===== src/rtl/ddr_axi_write_master.sv =====
// rtl/ddr_axi_write_master.sv - FIFO-to-AXI4 fixed-length INCR write burst master over a circular DDR region.
// Optional stall watchdog with TimeoutErr output: define DDR_WR_TIMEOUT_EN.
module ddr_axi_write_master #(
    parameter int                    ADDR_WIDTH  = 32,
    parameter int                    BURST_LEN   = 16,
    parameter logic [ADDR_WIDTH-1:0] BASE_ADDR   = '0,
    parameter logic [ADDR_WIDTH-1:0] REGION_SIZE = 'h0100_0000
) (
    input  logic                  Clk,
    input  logic                  RstN,
    input  logic                  En,
    input  logic                  FifoOverBurstThread,
    input  logic                  FifoEmpty,
    output logic                  FifoRdEn,
    input  logic [127:0]          FifoDataOut,
    input  logic                  FifoDataOutValid,
    output logic [7:0]            BurstThread,
    output logic [ADDR_WIDTH-1:0] M_AXI_AWADDR,
    output logic [7:0]            M_AXI_AWLEN,
    output logic [2:0]            M_AXI_AWSIZE,
    output logic [1:0]            M_AXI_AWBURST,
    output logic                  M_AXI_AWVALID,
    input  logic                  M_AXI_AWREADY,
    output logic [127:0]          M_AXI_WDATA,
    output logic [15:0]           M_AXI_WSTRB,
    output logic                  M_AXI_WLAST,
    output logic                  M_AXI_WVALID,
    input  logic                  M_AXI_WREADY,
    input  logic [1:0]            M_AXI_BRESP,
    input  logic                  M_AXI_BVALID,
    output logic                  M_AXI_BREADY,
    output logic [ADDR_WIDTH-1:0] WrAddrCur,
    output logic [31:0]           BurstDoneCnt,
    output logic                  RespErr
`ifdef DDR_WR_TIMEOUT_EN
    ,
    output logic                  TimeoutErr
`endif
);

    localparam logic [ADDR_WIDTH:0] BURST_BYTES = (ADDR_WIDTH+1)'(BURST_LEN * 16);
    localparam logic [ADDR_WIDTH:0] REGION_END  = {1'b0, BASE_ADDR} + {1'b0, REGION_SIZE};
    localparam logic [7:0]          LAST_BEAT   = 8'(BURST_LEN - 1);
    localparam logic [8:0]          POP_LIMIT   = 9'(BURST_LEN);

    typedef enum logic [1:0] {IDLE, ADDR, DATA, RESP} state_t;

    state_t                  state, state_nxt;
    logic                    idle_ok;
    logic                    inflight;
    logic [1:0]              occ;
    logic [127:0]            buf0, buf1;
    logic [8:0]              pops_issued;
    logic [7:0]              beat_cnt;
    logic [ADDR_WIDTH-1:0]   addr_cur;
    logic [31:0]             done_cnt;
    logic                    resp_err;

    logic                    active, rd_en, push, wvalid, w_fire, wlast, b_fire;
    logic [ADDR_WIDTH:0]     addr_sum;
    logic [ADDR_WIDTH-1:0]   addr_nxt;

    always_comb begin
        active   = (state == ADDR) || (state == DATA);
        rd_en    = active && (pops_issued < POP_LIMIT) &&
                   (({1'b0, occ} + {2'b00, inflight}) < 3'd2) && !FifoEmpty;
        push     = FifoDataOutValid && active;
        wvalid   = (state == DATA) && (occ != 2'd0);
        w_fire   = wvalid && M_AXI_WREADY;
        wlast    = (state == DATA) && (beat_cnt == LAST_BEAT);
        b_fire   = (state == RESP) && M_AXI_BVALID;
        addr_sum = {1'b0, addr_cur} + BURST_BYTES;
        addr_nxt = (addr_sum >= REGION_END) ? BASE_ADDR : addr_sum[ADDR_WIDTH-1:0];
    end

    // idle_ok means the previous cycle was also IDLE, so the lagging threshold flag is current
    always_comb begin
        state_nxt = state;
        case (state)
            IDLE: if (idle_ok && En && FifoOverBurstThread && !FifoEmpty) state_nxt = ADDR;
            ADDR: if (M_AXI_AWREADY) state_nxt = DATA;
            DATA: if (w_fire && wlast) state_nxt = RESP;
            RESP: if (M_AXI_BVALID) state_nxt = IDLE;
            default: state_nxt = IDLE;
        endcase
    end

    always_ff @(posedge Clk) begin
        if (!RstN) begin
            state       <= IDLE;
            idle_ok     <= 1'b0;
            inflight    <= 1'b0;
            occ         <= 2'd0;
            pops_issued <= '0;
            beat_cnt    <= '0;
            addr_cur    <= BASE_ADDR;
            done_cnt    <= '0;
            resp_err    <= 1'b0;
        end else begin
            state    <= state_nxt;
            idle_ok  <= (state == IDLE);
            inflight <= rd_en;
            if (state == IDLE) begin
                pops_issued <= '0;
                beat_cnt    <= '0;
            end else begin
                if (rd_en)  pops_issued <= pops_issued + 9'd1;
                if (w_fire) beat_cnt    <= beat_cnt + 8'd1;
            end
            if (push && !w_fire)      occ <= occ + 2'd1;
            else if (!push && w_fire) occ <= occ - 2'd1;
            if (b_fire) begin
                done_cnt <= done_cnt + 32'd1;
                resp_err <= resp_err | (M_AXI_BRESP != 2'b00);
                addr_cur <= addr_nxt;
            end
        end
    end

    // Skid buffer datapath: buf0 is always the head presented on WDATA
    always_ff @(posedge Clk) begin
        case ({push, w_fire})
            2'b10: begin
                if (occ == 2'd0) buf0 <= FifoDataOut;
                else             buf1 <= FifoDataOut;
            end
            2'b01: buf0 <= buf1;
            2'b11: begin
                if (occ == 2'd1) begin
                    buf0 <= FifoDataOut;
                end else begin
                    buf0 <= buf1;
                    buf1 <= FifoDataOut;
                end
            end
            default: ;
        endcase
    end

`ifdef DDR_WR_TIMEOUT_EN
    logic [15:0] stall_cnt;
    logic        timeout_err;
    logic        any_hs;

    assign any_hs = (M_AXI_AWVALID && M_AXI_AWREADY) || w_fire || b_fire;

    always_ff @(posedge Clk) begin
        if (!RstN) begin
            stall_cnt   <= '0;
            timeout_err <= 1'b0;
        end else begin
            if (state == IDLE || any_hs)  stall_cnt <= '0;
            else if (stall_cnt != 16'hFFFF) stall_cnt <= stall_cnt + 16'd1;
            if (stall_cnt == 16'hFFFF) timeout_err <= 1'b1;
        end
    end

    assign TimeoutErr = timeout_err;
`endif

    assign FifoRdEn      = rd_en;
    assign BurstThread   = 8'(BURST_LEN);
    assign M_AXI_AWADDR  = addr_cur;
    assign M_AXI_AWLEN   = LAST_BEAT;
    assign M_AXI_AWSIZE  = 3'b100;
    assign M_AXI_AWBURST = 2'b01;
    assign M_AXI_AWVALID = (state == ADDR);
    assign M_AXI_WDATA   = buf0;
    assign M_AXI_WSTRB   = 16'hFFFF;
    assign M_AXI_WLAST   = wlast;
    assign M_AXI_WVALID  = wvalid;
    assign M_AXI_BREADY  = (state == RESP);
    assign WrAddrCur     = addr_cur;
    assign BurstDoneCnt  = done_cnt;
    assign RespErr       = resp_err;

endmodule

===== config.mk =====
export PLATFORM = sky130hd
export DESIGN_NAME = ddr_axi_write_master
export DESIGN_NICKNAME = d
export VERILOG_FILES = /design/src/rtl/ddr_axi_write_master.sv
export SDC_FILE = /design/constraint.sdc
export NUM_CORES = 1
export LEC_CHECK = 0
export ABC_CLOCK_PERIOD_IN_PS = 17300
export BUFFER_PORTS_ARGS = -buffer_cell sky130_fd_sc_hd__buf_4
export CAP_MARGIN = 20
export CORE_UTILIZATION = 55
export DETAILED_ROUTE_END_ITERATION = 16
export PLACE_DENSITY_LB_ADDON = 0.05
export RECOVER_POWER = 25
export SLEW_MARGIN = 5
export SYNTH_ARGS = -nofsm -noshare
export SYNTH_HDL_FRONTEND = slang
export SYNTH_SLANG_ARGS = --single-unit

===== constraint.sdc =====
create_clock -name Clk -period 17.3 [get_ports Clk]
set_input_delay 0.865 -clock Clk [delete_from_list [all_inputs] [get_ports Clk]]
set_output_delay 0.865 -clock Clk [all_outputs]
set_load 0.005 [all_outputs]

After elaboration in Yosys (flattened, before gate mapping)
Cells that the tools add are included.

cells by class
  equality and inequality tests = 15
  bitwise gates (word level) = 2
  reductions and logical operators = 29
  mux-type cells = 14
  add/sub/neg operators = 7
  order comparisons = 3

operator list
  kind                     number
  $mux W128                4
  $pmux W128 S3            1
  $pmux W128 S2            1
  $add A32 B9 Y33 const B  1
  $ge A33 B25 Y1 const B   1
  $add A32 B1 Y32 const B  1
  $mux W32                 1
  $logic_and A1 B1 Y1      14
  $mux W2                  6
  $ne A2 B2 Y1 const B     5
  $add A9 B1 Y9 const B    1
  $lt A9 B5 Y1 const B     1
  $add A8 B1 Y8 const B    1
  $eq A2 B2 Y1 const B     4
  $eq A8 B4 Y1 const B     1
  $pmux W2 S4              1
  $reduce_bool A2 Y1       4
  $eq A2 B1 Y1 const B     3
  $logic_not A2 Y1         2
  $ne A2 B1 Y1 const B     2
  $reduce_and A4 Y1        1
  $add A2 B1 Y3            1
  $logic_not A1 Y1         3
  $lt A3 B2 Y1 const B     1
  9 further kinds          9

word-level totals
  register bits after elaboration = 344
  output and inout port bits = 267
  logic and storage cells = 81
  bits of input ports = 139

Logic depth before layout (Yosys ltp)
  depth in word-level cells = 7
  mapped depth = 11
  gate-level depth less buffers = 9

Worst setup path after synthesis
No wires, ideal clock.

  kind = input to register
  start point = in M_AXI_WREADY
  end point = reg buf1[0], enable pin
  setup slack = 8930 ps
  stages = 4
  library setup time = 658 ps
  path buffers = 0
  arrival = 7712 ps
  data required time = 16642 ps
  path through = nand2_1 clkinv_1 ha_1 a21oi_1

on the way
  word-level cells in the longest chain between the ends = 4
  elaborated cells between the ends (all ways) = 7
  those cells by class = eq/ne (4); reduce/logical (3)

ends and longest elaborated chain
  element                                                              line  source
  start: declaration                                                   28    input logic M_AXI_WREADY,
  $logic_and A1 B1 Y1 *                                                69    w_fire = wvalid && M_AXI_WREADY;
  named net w_fire                                                     59    logic active, rd_en, push, wvalid, w_fire, wlast, b_fire;
  $eq A2 B2 Y1                                                         122   case ({push, w_fire})
  $ne A2 B2 Y1 (no line) / $reduce_bool A2 Y1 (equally long branches)  -
  $reduce_and A3 Y1 (no line) *                                        -
  end signal: assignment                                               125   else buf1 <= FifoDataOut;
  end signal: assignment                                               133   buf1 <= FifoDataOut;
  end: declaration                                                     52    logic [127:0] buf0, buf1;

The timed path passes the listed nets; every way through them passes the cells marked *.
A chain may end at the register's enable or synchronous reset.

Worst setup path in the final report
  start point = reg state[0]
  end point = reg buf0[109] (netlist: M_AXI_WDATA[109]), data pin

on the way
  word-level cells in the longest chain between the ends = 5
  elaborated cells between the ends (all ways) = 10
  those cells by class = eq/ne (5); mux (1); reduce/logical (4)

ends and longest elaborated chain
  element                                              line  source
  start: declaration                                   48    state_t state, state_nxt;
  start signal: assignment                             100   state <= state_nxt;
  $eq A2 B2 Y1 *                                       68    wvalid = (state == DATA) && (occ != 2'd0);
  $logic_and A1 B1 Y1 *                                68
  $logic_and A1 B1 Y1 *                                69
  named net w_fire                                     59
  $eq A2 B2 Y1 / $eq A2 B1 Y1 (equally long branches)  122
  $pmux W128 S3 *                                      122
  end signal: assignment                               124   if (occ == 2'd0) buf0 <= FifoDataOut;
  end signal: assignment                               127   2'b01: buf0 <= buf1;
  end signal: assignment                               130   buf0 <= FifoDataOut;
  end: declaration                                     52

Marked as above.

==> summary.md <==
Static timing analysis puts the maximum clock frequency at 0.2652 GHz. After detailed routing, the wire length on met1 is 11.65 mm. After synthesis, the cell types taking the most area are sky130_fd_sc_hd__edfxtp_1 (57%), sky130_fd_sc_hd__dfxtp_1 (12%), sky130_fd_sc_hd__a22o_1 (8.4%). The tools report the clock latency at the later pin of the worst-skew pair as 0.51 ns. The count of synthesis-stage warnings from yosys was 0; the sequential share of power was 0.511. Starting density of the core: 0.5651. For this run, the detailed router's first-pass iteration total came to 5. The run gives 0.2271 as the all-layer global routing usage.

The die span in y works out to 158.0 um. The cell count after synthesis came out at 925. Signal routing reaches up to met4.

The flow ran to the end, but the final reports show violations. Wire segments on met2 add up to 14.54 mm in the final route. For the number of antenna violations at the first check in global routing, the log shows 0. In this run, post-CTS hold repair placed 0 buffers.

The largest driver fanout on the critical path came out at 85. The area growth from synthesis to layout is 25.01%. The logs give 0 for the number of buffers added for setup after CTS and 87 for the pin count of the biggest net entering global routing. The count of vias placed by the detailed router came out at 8433.

IR analysis of the VDD net gives a maximum drop of 0.08323 mV. The number of failing hold endpoints at the final stage was 0; the number of buffers created by CTS was 35. Setup violations remaining at the end of the flow were counted as 0.

The design draws 2.094 mW. For this run, the leading register cell type out of synthesis is sky130_fd_sc_hd__edfxtp_1. The number of synthesized flops with an enable pin is 256, and the cell internal power dissipation is 1.596 mW.

TritonCTS built the clock tree. Endpoint of the worst-slack reg-to-reg timing path: M_AXI_WDATA[109]. After detailed routing, the average wire length per cell comes to 18.24 um. The fraction of layout instances using a drive strength above 1 was 0.2543. The maximum buffer depth of the clock tree came out at 3. Arrival time at the worst endpoint: 4.13 ns.

Setup repair after global routing left no endpoint under its margin. The clock group share of total power came out at 0.353. The synthesized design spends more area on one cell type than any other, namely sky130_fd_sc_hd__edfxtp_1.

Global routing finished with a remaining overflow of 0. In this run the worst setup path begins at state[0]. The per-instance average area after synthesis is 14.47 um2, and the share of synthesized registers carrying an async set or reset is 0.

In this run the horizontal extent of the chip is 158.0 um. The worst setup path is captured at a register. The post-synthesis cell area is 13380 um2. Top-area cell type share of the netlist area: 0.5744.

The run gives 406 as the total I/O pin count. Net switching share of the total power: 0.2378. The critical path ends at M_AXI_WDATA[109]. The number of pins exceeding their max-slew limit in the final report was 49; the relative slew slack was -0.1298. The analysis attributes to net switching a power of 0.4979 mW. At the end of routability-driven placement, the weighted congestion stood at 0.8123. Violation count after the first detailed-routing iteration: 459. The sequential element share of the synthesized area is 0.6941, and the final routed DRC violation total is 0. For the finished layout, the period the worst path requires is 3.771 ns.

Detailed placement ended at an HPWL of 19.82 mm. Number of cells upsized or downsized after cts: 0. 0 antenna diodes ended up in the layout. The checks that failed: capacitance limit, slew limit. The H-tree generated during clock tree synthesis spans 2 levels. The tools report the area of the core as 23680 um2. By count the netlist is led by sky130_fd_sc_hd__edfxtp_1 (256), sky130_fd_sc_hd__a22o_1 (128), sky130_fd_sc_hd__dfxtp_1 (80), sky130_fd_sc_hd__buf_4 (77), sky130_fd_sc_hd__nand2_1 (39). The count of buffers from port buffering was 352.

The maximum clock skew at final layout was 0.01779 ns; the static leakage was 6.302 nW. The startpoint identified for the worst register-to-register timing path is state[0]. The via count of the first global-routing pass is 7861.

Fill cells in the final layout number 1712. The floorplan step defined a die boundary enclosing 24960 um2. The power density relative to cell area was 125.1 nW/um2; the slack of the worst reg-to-reg path was 13.53 ns. Using the TritonRoute via totals, the vias-per-cell ratio works out to 5.281.

The logic gate share of total power is 0.135. For the pin with the worst max-slew slack, the measured transition is 1.695 ns. The floorplan has 56 rows.

The clock transition time at the flip-flop clock pins of the worst setup and hold paths is 0.06 ns, and the global-route wire length before repair is 43.32 mm. The number of cells on the worst reg-to-reg path is 10. The worst setup path is of the reg2reg kind.

The run gives 0.7064 as the core utilization of the finished layout. Max-cap check violation count: 1. STA classifies the critical path startpoint as a register. Register bit count reported by yosys: 336. For this run, the post-layout net count is 1405. The number of different library cells used by synthesis comes to 52. The most repeated cell in the gate-level netlist after synthesis was sky130_fd_sc_hd__edfxtp_1. The root buffer cell was sky130_fd_sc_hd__clkbuf_16.

The clock net in this run drives a total of 336 sinks. The final-layout setup total negative slack was 0 ns; the final routed wirelength across all metal layers was 29.12 mm. For the worst setup path, the data required time is 17.66 ns. The count of nets left with antenna violations once routing finished came out at 0. The final critical-path share of the clock period was 0.2179; the wire length on met3 was 2.379 mm. Class of the most critical hold timing path: reg2reg.
-- cell families (layout without fill, tap and decap cells) --
group / Yosys count / count (layout) / synth area share
flip-flops: 336 / 336 / 0.6941
AND/OR/NAND/NOR: 215 / 215 / 0.08910
AO/OA/AOI/OAI: 163 / 163 / 0.1011
buffers and inverters: 133 / 435 / 0.06114
XOR/XNOR: 58 / 58 / 0.03796
adder cells (fa/ha/maj): 14 / 14 / 0.01309
multiplexers: 4 / 4 / 0.002992
other: 2 / 53 / 0.0005612
-- worst min path at each step --
stage / startpoint / endpoint / slack, ns / depth (start not counted)
4_1_cts: pops_issued[7] / pops_issued[7] / 0.46 / 1
2_1_floorplan: pops_issued[7] / pops_issued[7] / 0.43 / 1
3_3_place_gp: pops_issued[7] / pops_issued[7] / 0.45 / 1
3_5_place_dp: pops_issued[7] / pops_issued[7] / 0.45 / 1
6_report: pops_issued[7] / pops_issued[7] / 0.46 / 1
5_1_grt: pops_issued[5] / pops_issued[5] / 0.49 / 1
-- state kept, by name, indices dropped and copies added (netlist names), 2 cells and up --
register	flops
M_AXI_WDATA	128
state	2
occ	2
M_AXI_AWADDR	24
BurstDoneCnt	32
pops_issued	9
beat_cnt	8
buf1	128
-- critical path: stages (launching register included) --
cell	delay, ns
sky130_fd_sc_hd__dfxtp_1	0.32
sky130_fd_sc_hd__inv_1	0.10
sky130_fd_sc_hd__ha_1	0.22
sky130_fd_sc_hd__nor2b_1	0.18
sky130_fd_sc_hd__nand2_1	0.17
sky130_fd_sc_hd__clkinv_1	0.25
sky130_fd_sc_hd__ha_1	0.30
sky130_fd_sc_hd__a21oi_1	0.13
sky130_fd_sc_hd__nor2_4	0.78
sky130_fd_sc_hd__buf_4	0.85
sky130_fd_sc_hd__a22o_1	0.25
-- power by group through the flow --
stage / logic, mW / clock network [mW] / registers, mW
CTS: 0.298 / 0.756 / 1.07
global placement: 0.293 / 0 / 1.08
floorplan: 0.127 / 0 / 1.13
finish: 0.284 / 0.740 / 1.07
global route: 0.312 / 0.783 / 1.08
detailed placement: 0.297 / 0 / 1.09
-- per-stage QoR --
stage	hold WS [ns]	instances	cell area [um2]	worst slack, ns
2_1_floorplan	0.4302	976	13570	8.930
3_3_place_gp	0.4453	1533	15930	13.48
3_5_place_dp	0.4458	1533	15930	13.43
4_1_cts	0.4640	1596	17080	13.53
5_1_grt	0.4884	1597	16730	13.19
6_report	0.4646	1597	16730	13.53
-- per-layer routing --
metal	track usage	up-vias
li1	-	4019
met1	0.2896	4025
met2	0.3879	350
met3	0.05146	39
met4	0.06685	0
met5	0	-
-- placed cells by master, fill, tap and decap left out, types with 13 or more instances in the layout --
| cell type | instances |
|---|---|
| sky130_fd_sc_hd__clkbuf_16 | 37 |
| sky130_fd_sc_hd__clkbuf_1 | 110 |
| sky130_fd_sc_hd__a22o_1 | 128 |
| sky130_fd_sc_hd__nand2_1 | 38 |
| sky130_fd_sc_hd__and2_1 | 30 |
| sky130_fd_sc_hd__conb_1 | 53 |
| sky130_fd_sc_hd__xnor2_1 | 30 |
| sky130_fd_sc_hd__edfxtp_1 | 256 |
| sky130_fd_sc_hd__xor2_1 | 28 |
| sky130_fd_sc_hd__dfxtp_1 | 80 |
| sky130_fd_sc_hd__ha_1 | 14 |
| sky130_fd_sc_hd__nor3_1 | 28 |
| sky130_fd_sc_hd__nand3_1 | 23 |
| sky130_fd_sc_hd__nor2_1 | 22 |
| sky130_fd_sc_hd__buf_4 | 174 |
| sky130_fd_sc_hd__clkbuf_4 | 84 |
| sky130_fd_sc_hd__nand4_1 | 13 |
-- final cells by class --
class                   count  area [um2]  area share
flip-flops and latches    336        9289      0.5552
clock inverters            14       153.9    0.009199
repair buffers            359        2340      0.1399
well taps                 319       399.1     0.02386
clock buffers              49       991.0     0.05923
inverters                  13       48.80    0.002917
multi-input cells         507        3508      0.2097
Note: power is estimated with default switching activity, not from simulation.
